**config.mk**
```make
export PLATFORM = sky130hd
export DESIGN_NAME = dmem_access_ctrl
export DESIGN_NICKNAME = d
export VERILOG_FILES = /design/src/rtl/dmem_access_ctrl_pkg.sv /design/src/rtl/dmem_timeout_ctr.sv /design/src/rtl/dmem_access_ctrl.sv
export SDC_FILE = /design/constraint.sdc
export NUM_CORES = 1
export LEC_CHECK = 0
export CORE_MARGIN = 2
export CORE_UTILIZATION = 32
export DETAILED_ROUTE_END_ITERATION = 8
export HOLD_SLACK_MARGIN = 0.15
export PLACE_DENSITY_LB_ADDON = 0.1
export SKIP_LAST_GASP = 1
export SLEW_MARGIN = 20
export SYNTH_ARGS = -nofsm -noshare
export SYNTH_HDL_FRONTEND = slang
export SYNTH_SLANG_ARGS = --single-unit
```
**constraint.sdc**
```tcl
create_clock -name clock -period 1.7 [get_ports clock]
set_input_delay 0.255 -clock clock [delete_from_list [all_inputs] [get_ports clock]]
set_output_delay 0.255 -clock clock [all_outputs]
set_load 0.005 [all_outputs]
```
**src/rtl/dmem_access_ctrl_pkg.sv**
```systemverilog
// Shared memory-stage definitions: FSM state encoding and data-path widths.
// The store word is the store-data mux output: BOT_WIDTH bottom bits plus TOP_WIDTH top bits.
package dmem_access_ctrl_pkg;
  localparam int BOT_WIDTH   = 8;
  localparam int TOP_WIDTH   = 4;
  localparam int DMEM_ADDR_W = 12;
  localparam int DMEM_DATA_W = BOT_WIDTH + TOP_WIDTH;

  typedef enum logic [1:0] {
    IDLE = 2'd0,
    BUSY = 2'd1,
    DONE = 2'd2
  } dmem_state_e;
endpackage

```
**src/rtl/dmem_timeout_ctr.sv**
```systemverilog
// BUSY-cycle watchdog for the data-memory port.
// hit_o is asserted while the current cycle is the LIMIT-th counted cycle.
module dmem_timeout_ctr #(
  parameter int LIMIT = 15
) (
  input  logic clock,
  input  logic reset,
  input  logic clr_i,
  input  logic en_i,
  output logic hit_o
);
  localparam int CW = $clog2(LIMIT + 1);

  logic [CW-1:0] cnt_q;

  // Saturating count, so a stray enable after the limit cannot wrap it.
  always_ff @(posedge clock) begin
    if (reset)                              cnt_q <= '0;
    else if (clr_i)                         cnt_q <= '0;
    else if (en_i && (cnt_q != CW'(LIMIT))) cnt_q <= cnt_q + 1'b1;
  end

  assign hit_o = (cnt_q == CW'(LIMIT - 1));
endmodule

```
**src/rtl/dmem_access_ctrl.sv**
```systemverilog
// Memory-stage data-memory access controller: one req/ack transaction per access, stalls until done.
// Optional BUSY timeout abort is enabled with `define DMEM_TIMEOUT_EN.
module dmem_access_ctrl
  import dmem_access_ctrl_pkg::*;
#(
  parameter int ADDR_WIDTH     = DMEM_ADDR_W,
  parameter int DATA_WIDTH     = DMEM_DATA_W,
  parameter int TIMEOUT_CYCLES = 15
) (
  input  logic                  clock,
  input  logic                  reset,
  input  logic                  mem_req_valid,
  input  logic                  mem_we,
  input  logic [ADDR_WIDTH-1:0] mem_addr,
  input  logic [DATA_WIDTH-1:0] mem_data,
  output logic                  pipeline_stall,
  output logic [DATA_WIDTH-1:0] rd_data,
  output logic                  rd_valid,
  output logic                  bus_error,
  output logic                  dmem_req,
  output logic                  dmem_we,
  output logic [ADDR_WIDTH-1:0] dmem_addr,
  output logic [DATA_WIDTH-1:0] dmem_wdata,
  input  logic                  dmem_ack,
  input  logic [DATA_WIDTH-1:0] dmem_rdata
);
  dmem_state_e           state_q;
  logic                  req_q, we_q, rd_valid_q, bus_error_q;
  logic [ADDR_WIDTH-1:0] addr_q;
  logic [DATA_WIDTH-1:0] wdata_q, rd_data_q;
  logic                  to_hit;

`ifdef DMEM_TIMEOUT_EN
  dmem_timeout_ctr #(.LIMIT(TIMEOUT_CYCLES)) u_timeout (
    .clock (clock),
    .reset (reset),
    .clr_i (state_q == IDLE && mem_req_valid),
    .en_i  (state_q == BUSY && !dmem_ack),
    .hit_o (to_hit)
  );
`else
  assign to_hit = 1'b0;
`endif

  always_ff @(posedge clock) begin
    if (reset) begin
      state_q     <= IDLE;
      req_q       <= 1'b0;
      we_q        <= 1'b0;
      addr_q      <= '0;
      wdata_q     <= '0;
      rd_data_q   <= '0;
      rd_valid_q  <= 1'b0;
      bus_error_q <= 1'b0;
    end else begin
      rd_valid_q  <= 1'b0;
      bus_error_q <= 1'b0;
      case (state_q)
        IDLE: if (mem_req_valid) begin
          addr_q  <= mem_addr;
          we_q    <= mem_we;
          wdata_q <= mem_data;
          req_q   <= 1'b1;
          state_q <= BUSY;
        end
        BUSY: begin
          // An ack in the limit cycle takes priority over the abort.
          if (dmem_ack) begin
            req_q   <= 1'b0;
            state_q <= DONE;
            if (!we_q) begin
              rd_data_q  <= dmem_rdata;
              rd_valid_q <= 1'b1;
            end
          end else if (to_hit) begin
            req_q       <= 1'b0;
            state_q     <= DONE;
            bus_error_q <= 1'b1;
          end
        end
        DONE:    state_q <= IDLE;
        default: state_q <= IDLE;
      endcase
    end
  end

  assign pipeline_stall = (state_q == IDLE && mem_req_valid) || (state_q == BUSY);
  assign dmem_req       = req_q;
  assign dmem_we        = we_q;
  assign dmem_addr      = addr_q;
  assign dmem_wdata     = wdata_q;
  assign rd_data        = rd_data_q;
  assign rd_valid       = rd_valid_q;
  assign bus_error      = bus_error_q;
endmodule

```
==> results.json <==
{
  "num-nets-final": 302,
  "num_rows": 24,
  "ir_drop_mv": 0.5562,
  "grt_pass1_wl_mm": 5.851,
  "dr_total_vias": 1429,
  "fin_crit_ns": 1.660,
  "clk_pin_slew_ns": 0.07,
  "vias_per_cell": 4.551,
  "cpMaxStageDelayCell": "clkdlybuf4s50_1",
  "clkSinkCount": 41,
  "cts_setup_buffers": 0,
  "rrSetupSlack_ns": 0.41,
  "cap_violations": 0,
  "synth_area_per_cell_sq_um": 8.225,
  "syn_nets": 224,
  "ys_types": 21,
  "endpoint_kind": "primary output",
  "cts_tree": "done",
  "crit_buf_inv": 2,
  "final_common_cell": "clkdlybuf4s50_1",
  "layoutNonFillerInstCount": 314,
  "syn_inst": 183,
  "critPathTopFamily": "buffers and inverters",
  "finalMaxSlewViolations": 0,
  "hp-class": "flip-flop to flip-flop",
  "grt_max_degree": 42,
  "outcome": "finished, final reports clean",
  "critPathMaxStageDelay_ns": 0.51,
  "wire_per_inst_microns": 11.66,
  "power.leakage_nw": 0.9046,
  "r2r-start": "state_q[0]$_SDFFE_PP0P_",
  "max_freq_mhz": 602.3,
  "die_area_sq_um": 5269,
  "worstPathCellList": "clkdlybuf4s50_1, nor2_1, nor2_1, clkdlybuf4s50_1",
  "cp_max_fo": 4,
  "port_buffers": 80,
  "cts_resized": 0,
  "grt_usage": 0.1429,
  "critPathKind": "primary input to primary output",
  "place_congestion": 0.7666,
  "cp.required_ns": 1.44,
  "start_util": 0.3387,
  "area_delta_synth_final_pct": 64.09,
  "insertedDiodeCount": 0,
  "yosysWarnings": 0,
  "antenna_found_initial": 0,
  "htreeDepth": 2,
  "critPathLaunch": "mem_req_valid",
  "final_antenna_net_count": 0,
  "drt-total-wl_mm": 3.661,
  "fin_tns_setup_ns": 0,
  "clock_skew_ns": 0.005292,
  "holdBufCountCts": 0,
  "die_w_microns": 72.59,
  "place_area_sq_um": 2350,
  "ys_ff_latch": 41,
  "ioPinCount": 82,
  "placed_cells": 306,
  "fill_cells": 451,
  "power_w": 0.002212,
  "numCtsBuffers": 5,
  "fin_crit_sh": 0.9767,
  "arrival_ns": 1.41,
  "grt_pass1_vias": 1341,
  "synth_area_sq_um": 1505,
  "layout_common_cells": "80 x clkdlybuf4s50_1, 74 x nand2_1, 41 x dfxtp_1",
  "core_sq_um": 4444,
  "drtIter0Drc": 47,
  "hp-start": "rd_data[1]$_SDFFE_PP0P_",
  "route.detailed.drc": 0,
  "overflow": 0,
  "synth_seq_area_share": 0.5453,
  "clk_path_buf_depth": 2,
  "drive_gt1_frac": 0.06107,
  "finalHoldViolCount": 0,
  "cts_root_buf": "clkbuf_8",
  "rsz0062_at_grt": "no",
  "place.detailed.hpwl_mm": 2.473,
  "powerDensity_nw_per_um2": 895.7,
  "clkLatencyLatePin_ns": 0.29,
  "design_area_sq_um": 2470,
  "dieHeight_microns": 72.59,
  "dr.pass1.iters": 4,
  "setup_viol": 0,
  "start_kind": "primary input"
}
[metal layers]
metal / GRT usage / wire length, microns
met5: 0 / 0
met1: 0.1598 / 1521
met2: 0.2475 / 1821
met4: 0.06173 / 45
met3: 0.04696 / 272
[power breakdown]
group	switching (W)	internal [W]
Sequential	0.0000261	0.00101
Clock	0.000335	0.000477
Combinational	0.000133	0.000229
Total	0.000493	0.00172
[worst register-to-register path, delay by kind of cell (launching register included)]
family,cells,cell delay (ns)
simple gates,2,0.47
buf+inv,2,0.34
flops,1,0.32
compound gates,1,0.06
[cell usage after synthesis]
master     instances  share of area
a21oi_1           38           0.13
buf_6              2          0.015
inv_1              1         0.0025
buf_2              5          0.017
nor2b_1            1         0.0042
or3b_1             1         0.0058
o21bai_1           1         0.0050
nor4b_1            1         0.0058
clkbuf_1           5          0.012
nor3_1             1         0.0033
conb_1             1         0.0025
nor3b_4            1          0.012
buf_8              2          0.020
dfxtp_1           41           0.55
nor2_1             3         0.0075
nand2_1           74           0.18
and4bb_2           1         0.0083
buf_4              1         0.0050
o21ai_0            1         0.0033
nand4bb_1          1         0.0075
mux2i_1            1         0.0067
[registers in the layout, indices dropped and copies added (netlist names)]
| register | cells |
|---|---|
| rd_data | 12 |
| state_q | 2 |
| dmem_req | 1 |
| dmem_wdata | 12 |
| dmem_addr | 12 |
| rd_valid | 1 |
| dmem_we | 1 |
[final cells by class]
type | count | area, sq um | area share
Multi-Input combinational cell | 126 | 576.8 | 0.2335
Clock inverter | 2 | 37.54 | 0.01520
Inverter | 1 | 3.754 | 0.001520
Sequential cell | 41 | 820.8 | 0.3323
Timing Repair Buffer | 86 | 883.3 | 0.3576
Clock buffer | 6 | 82.58 | 0.03343
Tap cell | 52 | 65.06 | 0.02634
[final timing paths]
path                           endpoint  cells past startpoint
min reg2reg     rd_data[1]$_SDFFE_PP0P_                      2
max                      pipeline_stall                      4
min             rd_data[1]$_SDFFE_PP0P_                      2
max reg2reg  dmem_wdata[0]$_SDFFE_PP0P_                      5
[cell families after synthesis]
| group | share of synthesized area |
|---|---|
| DFF | 0.5453 |
| AOI/OAI and AO/OA | 0.1347 |
| muxes | 0.006650 |
| other | 0.002491 |
| buffers and inverters | 0.07149 |
| and+or+nand+nor | 0.2394 |
[through the flow]
stage	worst slack, ns	utilization	hold WS (ns)
final	0.03959	0.5557	0.4535
after CTS	0.04204	0.5557	0.4572
after global placement	0.06516	0.5287	0.4418
after detailed placement	0.04687	0.5287	0.4461
after global routing	0.001521	0.5557	0.4715
after floorplan	0.4138	-	0.3910
Power figures use the tool's default switching activity.
